### config.mk
export PLATFORM = sky130hd
export DESIGN_NAME = fix_msg_parse
export DESIGN_NICKNAME = d
export VERILOG_FILES = /design/src/rtl/fix_msg_parse.sv
export SDC_FILE = /design/constraint.sdc
export NUM_CORES = 1
export LEC_CHECK = 0
export BUFFER_PORTS_ARGS = -buffer_cell sky130_fd_sc_hd__buf_2
export CORE_UTILIZATION = 50
export CTS_BUF_LIST = sky130_fd_sc_hd__clkbuf_16
export DETAILED_ROUTE_END_ITERATION = 12
export GPL_ROUTABILITY_DRIVEN = 0
export PLACE_DENSITY_LB_ADDON = 0.15
export SYNTH_ARGS = -nofsm -noshare
export SYNTH_HDL_FRONTEND = slang
export SYNTH_SLANG_ARGS = --single-unit
### constraint.sdc
create_clock -name clk -period 8.7 [get_ports clk]
set_input_delay 0.87 -clock clk [delete_from_list [all_inputs] [get_ports clk]]
set_output_delay 0.87 -clock clk [all_outputs]
set_load 0.005 [all_outputs]
### src/rtl/fix_msg_parse.sv
// Byte-serial FIX field parser: splits tag=value<SOH> fields and verifies the 10=nnn checksum trailer.
// Optional build macro FIX_PARSE_STRICT_TAG_EN rejects tag bytes outside '0'..'9'.
`ifndef VALUE_DATA_WIDTH
`define VALUE_DATA_WIDTH 64
`endif

module fix_msg_parse #(
  parameter int VALUE_WIDTH = `VALUE_DATA_WIDTH,
  parameter int T_SIZE      = 4
) (
  input  logic                     clk,
  input  logic                     rst,
  input  logic [7:0]               data_i,
  input  logic                     data_valid_i,
  output logic [31:0]              tag_o,
  output logic [T_SIZE-1:0]        t_size_o,
  output logic [VALUE_WIDTH-1:0]   val_o,
  output logic [VALUE_WIDTH/8-1:0] v_size_o,
  output logic                     field_valid_o,
  output logic                     msg_done_o,
  output logic                     chk_ok_o,
  output logic                     chk_err_o,
  output logic                     err_o
);

  localparam int V_BYTES = VALUE_WIDTH / 8;
  localparam int VC_W    = $clog2(V_BYTES + 1);
  localparam logic [7:0] EQ   = 8'h3d;
  localparam logic [7:0] SOH  = 8'h01;
  localparam logic [7:0] ZERO = 8'h30;
  localparam logic [7:0] NINE = 8'h39;

  typedef enum logic [1:0] {S_TAG, S_VAL, S_CSUM, S_SKIP} state_t;

  state_t                 state, state_n;
  logic [31:0]            tag_buf, tag_buf_n;
  logic [2:0]             tcnt, tcnt_n;
  logic [VALUE_WIDTH-1:0] val_buf, val_buf_n;
  logic [VC_W-1:0]        vcnt, vcnt_n;
  logic [7:0]             sum_run, sum_run_n, sum_cmt, sum_cmt_n, sum_add;
  logic [9:0]             acc, acc_n;
  logic [1:0]             dcnt, dcnt_n;
  logic                   bad, bad_n;
  logic                   field_n, done_n, ok_n, cerr_n, err_n, clr_field;
  logic                   is_digit, tag_byte_bad;
  logic [7:0]             digit;
  logic [T_SIZE-1:0]      t_mask;
  logic [V_BYTES-1:0]     v_mask;

  assign is_digit = (data_i >= ZERO) && (data_i <= NINE);
  assign digit    = data_i - ZERO;
  assign sum_add  = sum_run + data_i;

`ifdef FIX_PARSE_STRICT_TAG_EN
  assign tag_byte_bad = !is_digit;
`else
  assign tag_byte_bad = 1'b0;
`endif

  always_comb begin
    for (int k = 0; k < T_SIZE; k++) t_mask[k] = (tcnt > 3'(k));
    for (int k = 0; k < V_BYTES; k++) v_mask[k] = (vcnt > VC_W'(k));
  end

  always_comb begin
    // NOTE: every signal gets its hold/idle value first so no path can infer a latch.
    state_n   = state;
    tag_buf_n = tag_buf;
    tcnt_n    = tcnt;
    val_buf_n = val_buf;
    vcnt_n    = vcnt;
    sum_run_n = sum_run;
    sum_cmt_n = sum_cmt;
    acc_n     = acc;
    dcnt_n    = dcnt;
    bad_n     = bad;
    field_n   = 1'b0;
    done_n    = 1'b0;
    ok_n      = 1'b0;
    cerr_n    = 1'b0;
    err_n     = 1'b0;
    clr_field = 1'b0;

    if (data_valid_i) begin
      case (state)
        S_TAG: begin
          sum_run_n = sum_add;
          if (data_i == EQ) begin
            if (tcnt == 3'd0) begin
              err_n   = 1'b1;
              state_n = S_SKIP;
            end else if (tag_buf == 32'h0000_3031) begin
              state_n = S_CSUM;
            end else begin
              state_n = S_VAL;
            end
          end else if (tcnt == 3'(T_SIZE) || tag_byte_bad) begin
            err_n   = 1'b1;
            state_n = S_SKIP;
          end else begin
            for (int k = 0; k < T_SIZE; k++)
              if (tcnt == 3'(k)) tag_buf_n[k*8 +: 8] = data_i;
            tcnt_n = tcnt + 3'd1;
          end
        end

        S_VAL: begin
          sum_run_n = sum_add;
          if (data_i == SOH) begin
            if (vcnt == '0) begin
              err_n   = 1'b1;
              state_n = S_SKIP;
            end else begin
              field_n   = 1'b1;
              sum_cmt_n = sum_add;
              clr_field = 1'b1;
              state_n   = S_TAG;
            end
          end else if (vcnt == VC_W'(V_BYTES)) begin
            err_n   = 1'b1;
            state_n = S_SKIP;
          end else begin
            for (int k = 0; k < V_BYTES; k++)
              if (vcnt == VC_W'(k)) val_buf_n[k*8 +: 8] = data_i;
            vcnt_n = vcnt + VC_W'(1);
          end
        end

        S_SKIP: begin
          sum_run_n = sum_add;
          if (data_i == SOH) begin
            sum_cmt_n = sum_add;
            clr_field = 1'b1;
            state_n   = S_TAG;
          end
        end

        S_CSUM: begin
          if (data_i == SOH) begin
            done_n    = 1'b1;
            ok_n      = (dcnt == 2'd3) && !bad && (acc == {2'b00, sum_cmt});
            cerr_n    = !ok_n;
            sum_run_n = '0;
            sum_cmt_n = '0;
            acc_n     = '0;
            dcnt_n    = '0;
            bad_n     = 1'b0;
            clr_field = 1'b1;
            state_n   = S_TAG;
          end else if (is_digit && dcnt != 2'd3) begin
            // At most two digits precede this one, so acc*10 stays below 1000.
            acc_n  = acc * 10'd10 + {2'b00, digit};
            dcnt_n = dcnt + 2'd1;
          end else begin
            bad_n = 1'b1;
          end
        end

        default: state_n = S_TAG;
      endcase
    end

    if (clr_field) begin
      tag_buf_n = '0;
      tcnt_n    = '0;
      val_buf_n = '0;
      vcnt_n    = '0;
    end
  end

  // NOTE: sequential state uses non-blocking assignments so all registers update from pre-edge values.
  always_ff @(posedge clk or negedge rst) begin
    if (!rst) begin
      state         <= S_TAG;
      tag_buf       <= '0;
      tcnt          <= '0;
      val_buf       <= '0;
      vcnt          <= '0;
      sum_run       <= '0;
      sum_cmt       <= '0;
      acc           <= '0;
      dcnt          <= '0;
      bad           <= 1'b0;
      tag_o         <= '0;
      t_size_o      <= '0;
      val_o         <= '0;
      v_size_o      <= '0;
      field_valid_o <= 1'b0;
      msg_done_o    <= 1'b0;
      chk_ok_o      <= 1'b0;
      chk_err_o     <= 1'b0;
      err_o         <= 1'b0;
    end else begin
      state         <= state_n;
      tag_buf       <= tag_buf_n;
      tcnt          <= tcnt_n;
      val_buf       <= val_buf_n;
      vcnt          <= vcnt_n;
      sum_run       <= sum_run_n;
      sum_cmt       <= sum_cmt_n;
      acc           <= acc_n;
      dcnt          <= dcnt_n;
      bad           <= bad_n;
      field_valid_o <= field_n;
      msg_done_o    <= done_n;
      chk_ok_o      <= ok_n;
      chk_err_o     <= cerr_n;
      err_o         <= err_n;
      if (field_n) begin
        tag_o    <= tag_buf;
        t_size_o <= t_mask;
        val_o    <= val_buf;
        v_size_o <= v_mask;
      end
    end
  end

endmodule

**Yosys cells after proc, flatten, opt, wreduce, memory -nomap -nowiden**

Index checks and enable logic that the tools add are counted.
W data, S select, Z words.

- Bits in registers: 247
- Output and inout port bits: 113

- Add/sub/neg operators: 6
- Multiply operators: 1
- $lt $le $gt $ge: 14
- Equal/unequal tests: 33
- Mux-type cells: 76
- Reductions and logical operators: 47

Operators by type and width:

| operator | count |
|---|---|
| $mux W64 | 5 |
| $mux W32 | 5 |
| $mux W8 | 16 |
| $reduce_and A5 Y1 | 12 |
| $eq A32 B14 Y1 const B | 1 |
| $reduce_bool A2 Y1 | 16 |
| $pmux W8 S3 | 1 |
| $mux W1 | 23 |
| $mux W10 | 2 |
| $mux W2 | 10 |
| $mux W4 | 5 |
| $ne A2 B2 Y1 const B | 10 |
| $eq A4 B3 Y1 const B | 4 |
| $gt A4 B3 Y1 const B | 4 |
| $pmux W8 S2 | 1 |
| $mux W3 | 5 |
| $reduce_and A4 Y1 | 3 |
| $add A10 B8 Y10 | 1 |
| $eq A10 B8 Y1 | 1 |
| $mul A10 B3 Y9 const B | 1 |
| $add A8 B8 Y8 | 1 |
| $eq A4 B2 Y1 const B | 2 |
| $eq A8 B1 Y1 const B | 1 |
| $eq A8 B6 Y1 const B | 1 |
| other kinds (32) | 46 |

**Longest topological paths before layout**

Gate-level depths: netlist of run 1.

- Word-level depth: 7
- Mapped depth: 10

**Least setup slack after synthesis of run 1**

OpenSTA, ideal clock, no wires.

- Path type: input to register
- Start: input port data_i[7]
- End: register val_buf[0]
- Setup time: 125 ps
- Arrival time: 3033 ps
- Required time: 8575 ps
- Slack: 5543 ps
- Stages on the path: 6
- Path buffers: 1
- Path through: buf_2 > or4b_4 > nor4b_4 > nor2_1 > a31oi_2 > mux2_2

- Cells in the longest elaborated chain, start to end: 6
- Elaborated cells between the ends (all ways): 12
- Classes of those cells: eq/ne: 3; mux: 5; reduce/logical: 4

RTL lines:

| what | line | text |
|---|---|---|
| start, declared | 13 | `input logic [7:0] data_i,` |
| $eq A8 B1 Y1 (*) | 109, 131, 139 |  |
| $mux W1, on equally long branches | 131, 139, 109 |  |
| $pmux W1 S2 | 85 | `case (state)` |
| $mux W1 | 84 | `if (data_valid_i) begin` |
| $ne A2 B2 Y1 (no line) or $reduce_bool A2 Y1 (tied branches) | - |  |
| $reduce_and A5 Y1 (no line) | - |  |
| end signal, assigned | 197 | `val_buf <= val_buf_n;` |
| end, declared | 38 | `logic [VALUE_WIDTH-1:0] val_buf, val_buf_n;` |

Mark *: on every way between the ends. The rest lies on a longest branch, timed or not.
A chain may end at the register's enable or synchronous reset.

**Worst setup path after layout of run 1**

- Start: input port data_i[7]
- End: register tag_buf[29]

- Cells in the longest elaborated chain, start to end: 6
- Elaborated cells between the ends (all ways): 13
- Classes of those cells: eq/ne: 4; mux: 5; reduce/logical: 4

RTL lines:

| what | line | text |
|---|---|---|
| $eq A8 B1 Y1 | 109, 131, 139 |  |
| $mux W1, on equally long branches | 131, 139, 109 |  |
| $pmux W1 S2 | 85 |  |
| $mux W1 | 84 |  |
| $ne A2 B2 Y1 (no line) or $reduce_bool A2 Y1 (tied branches) | - |  |
| $reduce_and A5 Y1 (no line) | - |  |
| end signal, assigned | 195 | `tag_buf <= tag_buf_n;` |
| end, declared | 36 | `logic [31:0] tag_buf, tag_buf_n;` |

Parallel ways exist; a longest one is shown, timed or not.

==> results of run 1 <==
[sequential cells by signal (all words and copies together), names as in the netlist]
| signal | flops |
|---|---|
| dcnt | 2 |
| state | 2 |
| val_buf | 64 |
| bad | 1 |
| msg_done_o | 1 |
| v_size_o | 8 |
| t_size_o | 4 |
| chk_err_o | 1 |
| acc | 10 |
| field_valid_o | 1 |
| tag_buf | 32 |
| tag_o | 32 |
| vcnt | 4 |
| tcnt | 3 |
| val_o | 64 |
| sum_run | 8 |
| sum_cmt | 8 |
| chk_ok_o | 1 |
| err_o | 1 |
[metrics by stage]
stage          instance area, um2  power [uW]  setup slack, ns
3_3_place_gp                11700        2400             4.03
5_1_grt                     12500        3610             4.21
4_1_cts                     12500        3420             4.49
3_5_place_dp                11700        2420             3.95
2_1_floorplan               10800        2170             5.54
6_report                    12500        3400             4.43
[synth_stat cells (2+ instances only)]
| cell type | instances |
|---|---|
| o31ai_1 | 4 |
| nand4_1 | 3 |
| mux2_2 | 188 |
| nor3_1 | 7 |
| buf_2 | 8 |
| or3b_2 | 2 |
| nand2b_1 | 3 |
| xor2_1 | 14 |
| a2111oi_0 | 2 |
| o21ai_0 | 31 |
| a22o_1 | 3 |
| a31oi_2 | 3 |
| nor4_1 | 8 |
| nand3_1 | 12 |
| fa_1 | 3 |
| and2_1 | 4 |
| and3_1 | 2 |
| nand3b_1 | 4 |
| or3_1 | 4 |
| a21boi_0 | 3 |
| mux2_1 | 5 |
| o211ai_1 | 4 |
| a21o_1 | 7 |
| mux2i_1 | 4 |
| nand2_1 | 42 |
| nor2b_1 | 5 |
| a211oi_1 | 3 |
| dfrtp_1 | 247 |
| o21bai_1 | 3 |
| a21oi_1 | 21 |
| nand4b_1 | 2 |
| nor3b_1 | 2 |
| nor4b_1 | 3 |
| clkbuf_1 | 20 |
| a21oi_2 | 3 |
| a221o_1 | 2 |
| a32o_1 | 4 |
| xnor2_1 | 14 |
| buf_1 | 8 |
| nor2_1 | 34 |
| ha_1 | 37 |
| inv_1 | 17 |
[critical path: stages]
cell and delay (ns):
buf_2 0.26, or4b_4 0.62, nor4b_4 0.88, nor3b_2 0.92, buf_4 0.38, a21o_1 0.32
mux2_2 0.39
[path summary, 6_finish.rpt]
check / startpoint / endpoint / slack [ns] / cells after the start
max: data_i[7] / tag_buf[29] / 4.43 / 7
min: v_size_o[0] / v_size_o[0] / 0.47 / 1
max reg2reg: vcnt[0] / tag_o[19] / 5.29 / 6
min reg2reg: v_size_o[0] / v_size_o[0] / 0.47 / 1
max in group asynchronous: rst / val_buf[47] / 6.85 / 2
min in group asynchronous: rst / val_o[22] / 0.48 / 1
[kinds of logic (layout without fill, tap and decap cells)]
logic type | count (synthesis) | in the layout | synth area share (%)
multiplexers | 197 | 197 | 20.4
flip-flops | 247 | 247 | 57.0
XOR/XNOR | 29 | 29 | 2.47
buffers and inverters | 55 | 192 | 2.10
AO/OA/AOI/OAI | 100 | 100 | 6.22
AND/OR/NAND/NOR | 144 | 144 | 6.98
adder cells (fa/ha/maj) | 40 | 40 | 4.82
[layer usage]
metal	part of all wire [%]	vias to the layer above	global-route usage (%)
met2	46	150	34.7
met5	0	-	0
li1	-	3136	-
met4	1.6	0	5.00
met1	46	3394	29.8
met3	5.6	27	4.95
[area by class of cell]
class	instances	area [um2]	area share (%)
Tap cell	275	344	2.75
Sequential cell	247	6180	49.5
Clock inverter	18	82.6	0.661
Timing Repair Buffer	130	678	5.43
Multi-Input combinational cell	510	4460	35.7
Inverter	17	63.8	0.511
Clock buffer	27	676	5.41
[cells in the final DEF (no fill, tap or decap), drive strengths merged, types with 3 or more instances in the layout]
| master | count |
|---|---|
| a211oi | 3 |
| a21boi | 3 |
| a21o | 7 |
| a21oi | 24 |
| a22o | 3 |
| a31oi | 5 |
| a32o | 4 |
| and2 | 4 |
| buf | 130 |
| clkbuf | 27 |
| clkinv | 7 |
| clkinvlp | 3 |
| dfrtp | 247 |
| fa | 3 |
| ha | 37 |
| inv | 25 |
| mux2 | 193 |
| mux2i | 4 |
| nand2 | 42 |
| nand2b | 3 |
| nand3 | 12 |
| nand3b | 4 |
| nand4 | 4 |
| nor2 | 34 |
| nor2b | 5 |
| nor3 | 7 |
| nor4 | 8 |
| nor4b | 5 |
| o211ai | 4 |
| o21ai | 33 |
| o21bai | 3 |
| o31ai | 4 |
| or3 | 4 |
| xnor2 | 14 |
| xor2 | 14 |
[power by group]
| group | switching, uW | internal, uW |
|---|---|---|
| clock | 427 | 556 |
| sequential | 211 | 1390 |
| combinational | 413 | 398 |
==> run_results.csv, run 1 <==
group,metric,value,unit
outcome,status,"finished clean",
clocking,cts_tree,"built",
routing,drc,0,
die,fp.dieArea,22300,um2
sta,hold_slack,0.467,ns
sta,maxSlewHeadroom,24.3,%
yosys,syn_inst,812,
yosys,ys_warn_count,0,
finish,drive_above_1_share,38.8,%
routing,antenna_left,0,
finish,layout.nets,983,
placement,dp_cells,1179,
yosys,synthTopCellsByArea,"dfrtp_1, mux2_2, ha_1",
yosys,synth_ff_type,"dfrtp_1",
placement,dp_hpwl,15400,um
sta,fmax,234,MHz
routing,vias,6707,
worst_setup_path,endpoint_kind,"flip-flop",
sta,fin_crit_sh,49.0,%
sta,finalMaxSlewViolations,0,
worst_setup_path,critPathKind,"in2reg",
routing,routed_wl,23300,um
die,die_w,149,um
sta,rsz0062_at_grt,"no",
yosys,synth_nets,863,
die,fp-row-count,53,
worst_setup_path,startpoint_type,"input port",
clocking,ctsHoldBuffers,0,
clocking,ctsLongestPathBuffers,3,
yosys,synth_top_area_share,57.0,%
grt,grt_pass1_vias,6873,
die,core,21200,um2
yosys,synth.distinct_cells,59,
worst_setup_path,critPathArrivalTime,4.66,ns
grt,grt_usage,21.6,%
sta,hold_viol_final,0,
routing,first_iter_violations,265,
die,ioPinCount,124,
worst_setup_path,cp.required,9.10,ns
finish,antenna_cells,0,
finish,fillers,1735,
finish,final_cells,1224,
die,die_h,149,um
finish,finalCoreUtilization,59.0,%
sta,clock_skew,0.00993,ns
clocking,clk_latency,0.52,ns
clocking,h-tree-depth,1,
sta,timing.final.crit_period,4.27,ns
power_and_ir_drop,power.density,272,nW/um2
sta,setup_tns,0,ns
yosys,avgSynthCellArea,13.4,um2
finish,synthToLayoutAreaGrowth,15.2,%
worst_setup_path,crit_fanout,19,
routing,viasPerCell,5.48,
placement,io_buffers,123,
grt,grt_pass1_wl,37400,um
yosys,yosys.area.top_type,"dfrtp_1",
grt,grt_max_degree,141,
grt,antenna_found_initial,0,
worst_hold_path,hp-class,"reg2reg",
clocking,cts-buffers-inserted,26,
run,maxCapViolCount,0,
clocking,clk_pin_slew,0.06,ns
yosys,yosysSeqAreaShare,57.0,%
clocking,root_buffer,"clkbuf_16",
clocking,cts.sinks,247,
grt,gr-total-overflow,0,
yosys,netlist_area,10800,um2
clocking,ctsResizeCount,0,
yosys,synth-seq-cells,247,
power_and_ir_drop,leakagePower,0.00656,uW
clocking,post_cts_buffers,0,
yosys,synthArstFlopShare,100,%
sta,setup_viol,0,
sta,worstMarginPinSlew,1.14,ns
die,start_util,51.3,%
power_and_ir_drop,irDropWorstVdd,157,uV
yosys,synth_edf_count,0,
routing,first_pass_iters,5,
routing,routedWlPerCell,19.0,um
Note: power is estimated with default switching activity, not from simulation.
==> inputs of run 2 (changes only) <==
--- a/config.mk
+++ b/config.mk
@@ -5,6 +5,7 @@
 export SDC_FILE = /design/constraint.sdc
 export NUM_CORES = 1
 export LEC_CHECK = 0
+export ABC_AREA = 1
 export BUFFER_PORTS_ARGS = -buffer_cell sky130_fd_sc_hd__buf_2
 export CORE_UTILIZATION = 50
 export CTS_BUF_LIST = sky130_fd_sc_hd__clkbuf_16
==> constraint.sdc (replaced) <==
create_clock -name clk -period 3.4 [get_ports clk]
set_input_delay 0.34 -clock clk [delete_from_list [all_inputs] [get_ports clk]]
set_output_delay 0.34 -clock clk [all_outputs]
set_load 0.005 [all_outputs]
==> run_results.csv, run 2 <==
group,metric,value,unit
yosys,syn_inst,1266,
yosys,synth_most_common_cell,"nand2_1",
sta,setup_viol,0,
sta,clock_skew,0.0110,ns
worst_setup_path,crit_fanout,6,
clocking,ctsLongestPathBuffers,3,
clocking,root_buffer,"clkbuf_16",
worst_setup_path,timing.rr.end,"acc[9]",
routing,routed_wl,26500,um
sta,rsz0062_at_grt,"no",
routing,first_iter_violations,649,
worst_setup_path,reg2reg_slack,0.66,ns
yosys,synth_ff_type,"dfrtp_1",
sta,hold_viol_final,0,
clocking,cts_tree,"built",
worst_setup_path,endpoint_kind,"flip-flop",
finish,reg_top3,"val_buf: 64 flops, val_o: 64 flops",
sta,fin_crit_sh,80.6,%
run,maxCapViolCount,0,
clocking,cts-buffers-inserted,26,
grt,grt_pass1_vias,8169,
die,ioPinCount,124,
routing,antenna_left,0,
die,die_h,150,um
clocking,ctsResizeCount,0,
finish,drive_above_1_share,14.1,%
yosys,netlist_area,11000,um2
grt,grt_max_degree,102,
power_and_ir_drop,power.density,735,nW/um2
clocking,cts.sinks,247,
routing,viasPerCell,5.16,
worst_hold_path,hp-start,"data_i[6]",
yosys,synth_nets,1317,
die,core,21200,um2
power_and_ir_drop,power,9340,uW
worst_setup_path,ff2ff_path_depth,14,
yosys,synth-seq-cells,247,
sta,maxSlewHeadroom,48.3,%
yosys,avgSynthCellArea,8.65,um2
sta,fmax,365,MHz
sta,worstMarginPinSlew,0.776,ns
sta,timing.final.crit_period,2.74,ns
grt,antenna_found_initial,0,
clocking,clk_pin_slew,0.06,ns
yosys,synth_common_cells,"nand2_1, dfrtp_1, inv_1, o21ai_0, nand3_1",
yosys,synth_top_area_share,56.4,%
die,start_util,51.6,%
placement,io_buffers,123,
clocking,clk_latency,0.53,ns
routing,drc,0,
die,fp.dieArea,22500,um2
power_and_ir_drop,leakagePower,0.00703,uW
yosys,synthArstFlopShare,100,%
finish,antenna_cells,0,
routing,first_pass_iters,5,
power_and_ir_drop,irDropWorstVdd,496,uV
worst_hold_path,worst_hold_path.endpoint,"tag_buf[22]",
clocking,h-tree-depth,1,
finish,final_cell_mix,"nand2_1, dfrtp_1, buf_2",
finish,final_common_cell,"nand2_1",
yosys,yosysSeqAreaShare,56.4,%
placement,dp_hpwl,18100,um
sta,finalMaxSlewViolations,0,
yosys,ys_warn_count,0,
sta,setup_tns,0,ns
worst_hold_path,hp-class,"in2reg",
finish,layout.nets,1442,
die,fp-row-count,53,
clocking,post_cts_buffers,0,
yosys,synth_edf_count,0,
worst_setup_path,critPathKind,"reg2reg",
routing,routedWlPerCell,15.8,um
routing,vias,8684,
finish,synthToLayoutAreaGrowth,16.0,%
worst_setup_path,crit-reg2reg-launch,"acc[3]",
grt,grt_usage,24.4,%
yosys,synth.distinct_cells,35,
grt,grt_pass1_wl,42900,um
yosys,synthTopCellsByArea,"dfrtp_1, nand2_1, o21ai_0",
clocking,ctsHoldBuffers,1,
worst_setup_path,cp.required,3.81,ns
worst_setup_path,critPathArrivalTime,3.15,ns
outcome,status,"finished clean",
yosys,yosys.area.top_type,"dfrtp_1",
worst_hold_path,holdPathStages,3,
grt,gr-total-overflow,0,
die,die_w,150,um
worst_setup_path,startpoint_type,"flip-flop",
run 2: cell types whose count changed after synthesis, sizes merged, moves of 8 or more:
cell,previous run,this run
nand2,42,458
mux2,193,0
o21ai,33,160
inv,17,120
nand3,12,65
nor3,7,17
nor2,34,42
nor4,8,0
xor2,14,6
run 2: per-stage QoR:
| step | hold slack, ns | instance area (um2) | setup slack, ns | std cells | util [%] |
|---|---|---|---|---|---|
| finish | 0.163 | 12700 | 0.658 | 1684 | 59.9 |
| global route | 0.157 | 12700 | 0.424 | 1684 | 59.9 |
| CTS | 0.140 | 12700 | 0.647 | 1684 | 59.9 |
| detailed placement | 0.441 | 11900 | 0.666 | 1637 | 56.1 |
| global placement | 0.442 | 11900 | 0.730 | 1637 | 56.1 |
| floorplan | 0.0444 | 11000 | 0.860 | 1266 | - |
run 2: final cells by class:
type / count / area, um2
inverters: 121 / 454
clock inverters: 20 / 158
flip-flops and latches: 247 / 6180
fillers: 1955 / 8510
repair buffers: 142 / 796
clock buffers: 26 / 651
well taps: 275 / 344
multi-input cells: 853 / 4130
run 2: cell families (layout without fill, tap and decap cells):
| logic type | count (synthesis) | in the layout | share of synthesized area [%] |
|---|---|---|---|
| simple gates | 598 | 598 | 22.2 |
| xor+xnor | 13 | 13 | 1.04 |
| buf+inv | 166 | 309 | 5.95 |
| flops | 247 | 247 | 56.4 |
| compound gates | 202 | 202 | 9.63 |
| fa+ha+maj | 40 | 40 | 4.77 |
run 2: routing by layer:
| layer | global-route usage, % | share of wire, % | vias up |
|---|---|---|---|
| met3 | 2.96 | 4.8 | 39 |
| met2 | 38.0 | 46 | 224 |
| met1 | 36.6 | 48 | 4125 |
| met4 | 5.05 | 1.5 | 0 |
| met5 | 0 | 0 | - |
| li1 | - | - | 4296 |
run 2: report_power, final:
group | switching, uW | internal [uW] | leakage (uW) | total [uW]
Sequential | 438 | 3640 | 0.00316 | 4080
Clock | 1150 | 1540 | 0.000406 | 2690
Combinational | 1610 | 969 | 0.00347 | 2580
Total | 3200 | 6150 | 0.00703 | 9340
run 2: worst max-delay path by stage:
| stage | slack [ns] | startpoint | end |
|---|---|---|---|
| 5_1_grt | 0.42 | acc[1] | acc[9] |
| 3_3_place_gp | 0.73 | acc[3] | acc[9] |
| 2_1_floorplan | 0.86 | acc[3] | acc[9] |
| 6_report | 0.66 | acc[3] | acc[9] |
| 3_5_place_dp | 0.67 | acc[1] | acc[9] |
| 4_1_cts | 0.65 | acc[1] | acc[9] |
run 2: worst max-delay path: stages, from the launching register on:
cell and delay, ns:
dfrtp_1 0.43, ha_1 0.30, ha_1 0.26, fa_1 0.42, xor2_1 0.18, ha_1 0.37, nand2_1 0.09, nor2_1 0.09
nand2_1 0.06, nand3_1 0.08, nand2_1 0.07, nand2_1 0.08, nand3_1 0.07, nand3_1 0.09, nand2_1 0.05
